**src/rtl/gat_pkg.sv**
```systemverilog
// Shared types and default sizing for the GAT accelerator blocks.
package gat_pkg;

   localparam int NEW_FEATURE_WIDTH = 32;
   localparam int NUM_SUBGRAPHS     = 2708;
   localparam int NUM_FEATURE_OUT   = 16;
   localparam int NEW_FEATURE_DEPTH = NUM_SUBGRAPHS * NUM_FEATURE_OUT;

   typedef enum logic [1:0] {
      ST_IDLE  = 2'd0,
      ST_READ  = 2'd1,
      ST_DRAIN = 2'd2
   } feat_rd_state_t;

endpackage

```
**src/rtl/gat_feat_rd_fifo.sv**
```systemverilog
// Small first-word-fall-through FIFO built as a shift chain so the head entry
// is always a flop; entry 0 drives the stream outputs directly.
module gat_feat_rd_fifo #(
   parameter int WIDTH = 34,
   parameter int DEPTH = 4,
   parameter int CNT_W = $clog2(DEPTH + 1)
) (
   input  logic             clk,
   input  logic             rst,
   input  logic             push,
   input  logic [WIDTH-1:0] push_data,
   input  logic             pop,
   output logic [WIDTH-1:0] head_data,
   output logic             head_valid,
   output logic [CNT_W-1:0] count
);

   logic [WIDTH-1:0] data_reg [DEPTH];
   logic [DEPTH-1:0] vld_reg;
   logic [CNT_W-1:0] count_reg;

   // View of the entry above each slot; the top slot sees an empty entry.
   logic [WIDTH-1:0] up_data [DEPTH+1];
   logic [DEPTH:0]   up_vld;
   logic [CNT_W-1:0] wr_slot;

   genvar gi;
   generate
      for (gi = 0; gi < DEPTH; gi++) begin : g_up
         assign up_data[gi] = data_reg[gi];
         assign up_vld[gi]  = vld_reg[gi];
      end
   endgenerate
   assign up_data[DEPTH] = '0;
   assign up_vld[DEPTH]  = 1'b0;

   // A simultaneous pop shifts everything down, so the write lands one lower.
   assign wr_slot = pop ? (count_reg - 1'b1) : count_reg;

   always_ff @(posedge clk or posedge rst) begin
      if (rst) begin
         for (int i = 0; i < DEPTH; i++) begin
            data_reg[i] <= '0;
         end
         vld_reg   <= '0;
         count_reg <= '0;
      end else begin
         for (int i = 0; i < DEPTH; i++) begin
            if (push && (wr_slot == CNT_W'(i))) begin
               data_reg[i] <= push_data;
               vld_reg[i]  <= 1'b1;
            end else if (pop) begin
               data_reg[i] <= up_data[i+1];
               vld_reg[i]  <= up_vld[i+1];
            end
         end
         count_reg <= count_reg + CNT_W'(push) - CNT_W'(pop);
      end
   end

   assign head_data  = data_reg[0];
   assign head_valid = vld_reg[0];
   assign count      = count_reg;

endmodule

```
**src/rtl/gat_feat_bram_reader.sv**
```systemverilog
// Walks the GAT output feature BRAM and streams every word out over AXI4-Stream,
// issuing reads only when the output buffer is guaranteed room for the result.
module gat_feat_bram_reader #(
   parameter int NEW_FEATURE_WIDTH  = gat_pkg::NEW_FEATURE_WIDTH,
   parameter int NUM_SUBGRAPHS      = gat_pkg::NUM_SUBGRAPHS,
   parameter int NUM_FEATURE_OUT    = gat_pkg::NUM_FEATURE_OUT,
   parameter int NEW_FEATURE_DEPTH  = NUM_SUBGRAPHS * NUM_FEATURE_OUT,
   parameter int NEW_FEATURE_ADDR_W = $clog2(NEW_FEATURE_DEPTH),
   parameter int BRAM_RD_LATENCY    = 2,
   parameter int FIFO_DEPTH         = BRAM_RD_LATENCY + 2
) (
   input  logic                          clk,
   input  logic                          rst,
   input  logic                          start,
   output logic                          busy,
   output logic                          done,
   output logic [NEW_FEATURE_ADDR_W+1:0] feat_bram_addrb,
   input  logic [NEW_FEATURE_WIDTH-1:0]  feat_bram_dout,
   output logic [NEW_FEATURE_WIDTH-1:0]  m_axis_tdata,
   output logic                          m_axis_tvalid,
   input  logic                          m_axis_tready,
   output logic                          m_axis_tlast,
   output logic                          m_axis_tuser
);
   import gat_pkg::*;

   localparam int L      = BRAM_RD_LATENCY;
   localparam int AW     = NEW_FEATURE_ADDR_W;
   localparam int FW     = NEW_FEATURE_WIDTH + 2;
   localparam int CNT_W  = $clog2(FIFO_DEPTH + 1);
   localparam int NODE_W = (NUM_FEATURE_OUT > 1) ? $clog2(NUM_FEATURE_OUT) : 1;

   feat_rd_state_t    state_reg;
   logic              busy_reg, done_reg;
   logic [AW-1:0]     rd_idx_reg, issue_idx;
   logic [NODE_W-1:0] node_pos_reg, issue_pos;
   logic [AW+1:0]     addr_reg;
   logic              addr_vld_reg, addr_last_reg, addr_user_reg;
   logic [L-1:0]      vld_pipe_reg, last_pipe_reg, user_pipe_reg;
   logic [L-1:0]      vld_pipe_next, last_pipe_next, user_pipe_next;

   logic              issue, issue_last, issue_user, credit_ok;
   int                inflight;
   logic              fifo_push, fifo_pop, fifo_head_vld;
   logic [FW-1:0]     fifo_head, fifo_push_data;
   logic [CNT_W-1:0]  fifo_count;

   // Word counter restarts from zero on the accepting start cycle itself.
   always_comb begin
      issue_idx  = (state_reg == ST_IDLE) ? '0 : rd_idx_reg;
      issue_pos  = (state_reg == ST_IDLE) ? '0 : node_pos_reg;
      issue_last = (issue_idx == AW'(NEW_FEATURE_DEPTH - 1));
      issue_user = (issue_pos == '0);
      inflight   = int'(addr_vld_reg);
      for (int i = 0; i < L; i++) begin
         inflight = inflight + int'(vld_pipe_reg[i]);
      end
      credit_ok = (inflight + int'(fifo_count) + 1 - int'(fifo_pop)) <= FIFO_DEPTH;
      issue     = credit_ok && (((state_reg == ST_IDLE) && start) || (state_reg == ST_READ));
   end

   // The address stage is the first slot; the latency chain follows it.
   genvar gi;
   generate
      for (gi = 0; gi < L; gi++) begin : g_lat
         if (gi == 0) begin : g_head
            assign vld_pipe_next[gi]  = addr_vld_reg;
            assign last_pipe_next[gi] = addr_last_reg;
            assign user_pipe_next[gi] = addr_user_reg;
         end else begin : g_tail
            assign vld_pipe_next[gi]  = vld_pipe_reg[gi-1];
            assign last_pipe_next[gi] = last_pipe_reg[gi-1];
            assign user_pipe_next[gi] = user_pipe_reg[gi-1];
         end
      end
   endgenerate

   always_ff @(posedge clk or posedge rst) begin
      if (rst) begin
         state_reg     <= ST_IDLE;
         busy_reg      <= 1'b0;
         done_reg      <= 1'b0;
         rd_idx_reg    <= '0;
         node_pos_reg  <= '0;
         addr_reg      <= '0;
         addr_vld_reg  <= 1'b0;
         addr_last_reg <= 1'b0;
         addr_user_reg <= 1'b0;
         vld_pipe_reg  <= '0;
         last_pipe_reg <= '0;
         user_pipe_reg <= '0;
      end else begin
         done_reg      <= 1'b0;
         addr_vld_reg  <= issue;
         vld_pipe_reg  <= vld_pipe_next;
         last_pipe_reg <= last_pipe_next;
         user_pipe_reg <= user_pipe_next;
         if (issue) begin
            addr_reg      <= {issue_idx, 2'b00};
            addr_last_reg <= issue_last;
            addr_user_reg <= issue_user;
            rd_idx_reg    <= issue_idx + 1'b1;
            node_pos_reg  <= (issue_pos == NODE_W'(NUM_FEATURE_OUT - 1)) ? '0 : issue_pos + 1'b1;
         end
         case (state_reg)
            ST_IDLE: begin
               if (issue) begin
                  busy_reg  <= 1'b1;
                  state_reg <= issue_last ? ST_DRAIN : ST_READ;
               end
            end
            ST_READ: begin
               if (issue && issue_last) begin
                  state_reg <= ST_DRAIN;
               end
            end
            ST_DRAIN: begin
               if (fifo_pop && fifo_head[FW-1]) begin
                  done_reg  <= 1'b1;
                  busy_reg  <= 1'b0;
                  state_reg <= ST_IDLE;
               end
            end
            default: state_reg <= ST_IDLE;
         endcase
      end
   end

   assign fifo_push      = vld_pipe_reg[L-1];
   assign fifo_push_data = {last_pipe_reg[L-1], user_pipe_reg[L-1], feat_bram_dout};
   assign fifo_pop       = fifo_head_vld & m_axis_tready;

   gat_feat_rd_fifo #(
      .WIDTH (FW),
      .DEPTH (FIFO_DEPTH),
      .CNT_W (CNT_W)
   ) u_fifo (
      .clk        (clk),
      .rst        (rst),
      .push       (fifo_push),
      .push_data  (fifo_push_data),
      .pop        (fifo_pop),
      .head_data  (fifo_head),
      .head_valid (fifo_head_vld),
      .count      (fifo_count)
   );

   assign feat_bram_addrb = addr_reg;
   assign m_axis_tdata    = fifo_head[NEW_FEATURE_WIDTH-1:0];
   assign m_axis_tuser    = fifo_head[NEW_FEATURE_WIDTH];
   assign m_axis_tlast    = fifo_head[NEW_FEATURE_WIDTH+1];
   assign m_axis_tvalid   = fifo_head_vld;
   assign busy            = busy_reg;
   assign done            = done_reg;

endmodule
```
**config.mk**
```make
export PLATFORM = sky130hd
export DESIGN_NAME = gat_feat_bram_reader
export DESIGN_NICKNAME = d
export VERILOG_FILES = /design/src/rtl/gat_pkg.sv /design/src/rtl/gat_feat_rd_fifo.sv /design/src/rtl/gat_feat_bram_reader.sv
export SDC_FILE = /design/constraint.sdc
export NUM_CORES = 1
export LEC_CHECK = 0
export CAP_MARGIN = 20
export CORE_ASPECT_RATIO = 0.7
export CORE_MARGIN = 8
export CORE_UTILIZATION = 45
export CTS_CLUSTER_DIAMETER = 60
export DETAILED_ROUTE_END_ITERATION = 10
export HOLD_SLACK_MARGIN = 0.15
export PLACE_DENSITY = 0.65
export RECOVER_POWER = 50
export SYNTH_ARGS = -nofsm -noshare
export SYNTH_HDL_FRONTEND = slang
export SYNTH_SLANG_ARGS = --single-unit
export TNS_END_PERCENT = 30
```
**constraint.sdc**
```tcl
create_clock -name clk -period 11.4 [get_ports clk]
set_clock_uncertainty 0.1 [all_clocks]
set_input_delay 2.85 -clock clk [delete_from_list [all_inputs] [get_ports clk]]
set_output_delay 2.85 -clock clk [all_outputs]
set_load 0.05 [all_outputs]
```
==> results.txt <==
CTS max path bufs: 2
I/O pins: 91
H-tree depth: 4
Synth unique cells: 46
Xor and xnor fraction of the mapped netlist area: 0.2867%
Die X: 186.6 microns
Setup CP Type: in -> reg
Worst hold path depth: 0
Delay-heaviest family, CP: buffers and inverters
Area fraction in compound gates after synthesis: 5.010%
# port buffers: 88
Nets: 875
Critical path's largest stage delay: 1.50 ns
Final core utilization: 53.02%
Pwr per Cell Area: 245.0 nW/um^2
Setup TNS: 0 ns
Synth Instances: 792
Pin count of the biggest net entering global routing: 77
Failing checks: max-capacitance violations, max-slew violations
Most frequent cells in the layout: mux2i_1, dfrtp_1, nand2_1, clkdlybuf4s50_1, inv_1
CTS hold repair buffers: 0
Yosys reg bits: 192
Worst r2r dst: feat_bram_addrb[3]
Max-cap check violation count: 3
Clock Tree Root: clkbuf_16
Final setup viols: 0
Clock sinks: 192
Max reg flops: 102
Total power: 2.586 mW
Tmin final: 8.744 ns
FF-to-FF setup slack: 5.09 ns
Layout cells sized above 1: 5.938%
Post-DP Area: 9988 sq um
Antenna violations before repair: 0
Crit Reg-Reg Startpoint: u_fifo.vld_reg[0]
First-pass GRT wire length: 33.75 mm
Vias per cell: 5.308
Worst-margin pin slew: 3.521 ns
GRT Total Usage: 16.33%
Dpl ws: 4.157 ns
Critical Path AT: 8.95 ns
Max-slew headroom: -134.7%
Crit path cell chain: clkdlybuf4s50_1 -> nand2_1 -> clkinvlp_2 -> fa_1 -> inv_1 -> fa_1 -> o41a_1 -> nor3_2 -> nand2_2 -> inv_1 -> mux2_2
Initial Util: 46.05%
DR vias: 5,902
Critical Path Start Type: input port
Later-pin clock latency in the skew report: 0.43 ns
Crit share post-route: 76.70%
DP Wirelength: 12.89 mm
Final worst slack: 2.656 ns
PostCTS Resize Cnt: 0
Worst VDD drop: 0.1247 mV
DRC: 0
YS warnings: 0
Worst hold slack: 0.2660 ns
Non-filler cells, final: 1,112
Slowest CP cell: clkinvlp_2
Vias in the first global route: 6,334
Initial DRC Count: 579
Area leader, netlist: dfrtp_1
Hold Path Sink: last_pipe_reg[1]
Yosys top cell area share: 52.42%
Num CTS Buffers: 17
Final Hold Fails: 0
TritonCTS clock tree: built
Placer Congestion: 0.8712
Fin. max-slew vios: 152
Final WL: 19.72 mm
Post-Synth Simple-Gate Area: 7.084%
Congestion Overflow GR: 0
Synthesized area: 9166 sq um
Hold Path Class: reg -> reg
WP data required: 11.61 ns
Post-synthesis adder-cell area fraction: 1.611%
Die area: 25,270 sq um
Hold Crit Start: last_pipe_reg[0]
Status: finished with violations
DIE HEIGHT: 135.4 microns
Cells on worst reg2reg path: 10
Routed length per instance: 17.74 microns
Critical path buffers and inverters: 4
Main combinational cell family by area after synthesis: multiplexers
CP Capture Type: flop
Ant diodes: 0
Leading post-synthesis cells by cell area: dfrtp_1, mux2i_1, nand2_1
Crit path max fanout: 54
Placed cell count: 1,079
Syn Area/Cell: 11.57 sq um
Mux contribution to synthesized area: 26.11%
Fin area: 10,560 sq um
Core ar.: 19,910 sq um
Commonest non-fill, non-tap cell in the layout: mux2i_1
Fmax: 114.4 MHz
Number of routed nets with antenna violations: 0
FP Rows: 43
Drt first pass iters: 5
RSZ-0062 raised after global routing: false
Register area share after synthesis: 52.42%
Clock-pin slew on the worst setup and hold paths: 0.06 ns
Post-CTS Setup Bufs: 0
Leakage power: 5.722 nW
P&R area growth vs syn: 15.15%
==> cell families after synthesis <==
logic type | after synthesis
compound gates | 72
fa+ha+maj | 10
flops | 192
simple gates | 142
xor+xnor | 3
mux | 239
other cells | 1
buf+inv | 133
==> layout make-up <==
type                       count  area (sq um)
multi-input combinational    468          3684
inverter                      51         193.9
tap                          270         337.8
fill                        1705          9351
timing repair buffer          99         975.9
clock inverter                11         108.9
sequential                   192          4805
clock buffer                  21         450.4
==> how the worst max path moves through the flow <==
| stage | startpoint | endpoint | slack (ns) | cells after the start |
|---|---|---|---|---|
| 2_1_floorplan | rst | addr_last_reg | 3.22 | 1 |
| 3_5_place_dp | m_axis_tready | feat_bram_addrb[3] | 4.16 | 11 |
| 4_1_cts | m_axis_tready | feat_bram_addrb[3] | 4.61 | 11 |
| 5_1_grt | m_axis_tready | rd_idx_reg[15] | 2.19 | 12 |
| 3_3_place_gp | m_axis_tready | feat_bram_addrb[3] | 4.27 | 11 |
| 6_report | m_axis_tready | feat_bram_addrb[3] | 2.66 | 11 |
==> cell usage after synthesis (all sizes together) <==
master,instances
clkbuf,23
mux2,1
or4,1
a22o,2
o41ai,4
nor4,1
a21o,2
xor2,1
a41oi,2
ha,7
inv,51
nor3,5
conb,1
nand2,91
nor2,11
xnor2,2
nand4,9
o41a,1
o2111ai,1
o31ai,7
and3,3
buf,59
nand3b,1
or2,1
o221ai,1
o21a,3
fa,3
dfrtp,192
mux2i,238
o22ai,2
and2,6
or4b,1
a21oi,10
and4b,1
a31oi,4
o21ai,33
nand3,11
==> report_power, final <==
part	total (mW)	internal [mW]	switching, mW
Clock	0.570	0.309	0.261
Combinational	0.971	0.375	0.596
Sequential	1.04	0.899	0.146
==> per-layer routing <==
metal	wire, microns	share of wire, %	vias to the layer above	track usage (%)
met3	917	4.6	16	4.244
met2	9115	46	149	25.44
met4	238	1.2	0	4.529
met5	0	0	-	0
li1	-	-	2765	-
met1	9451	48	2972	22.35
No activity file was read; power rests on OpenSTA's default activity.
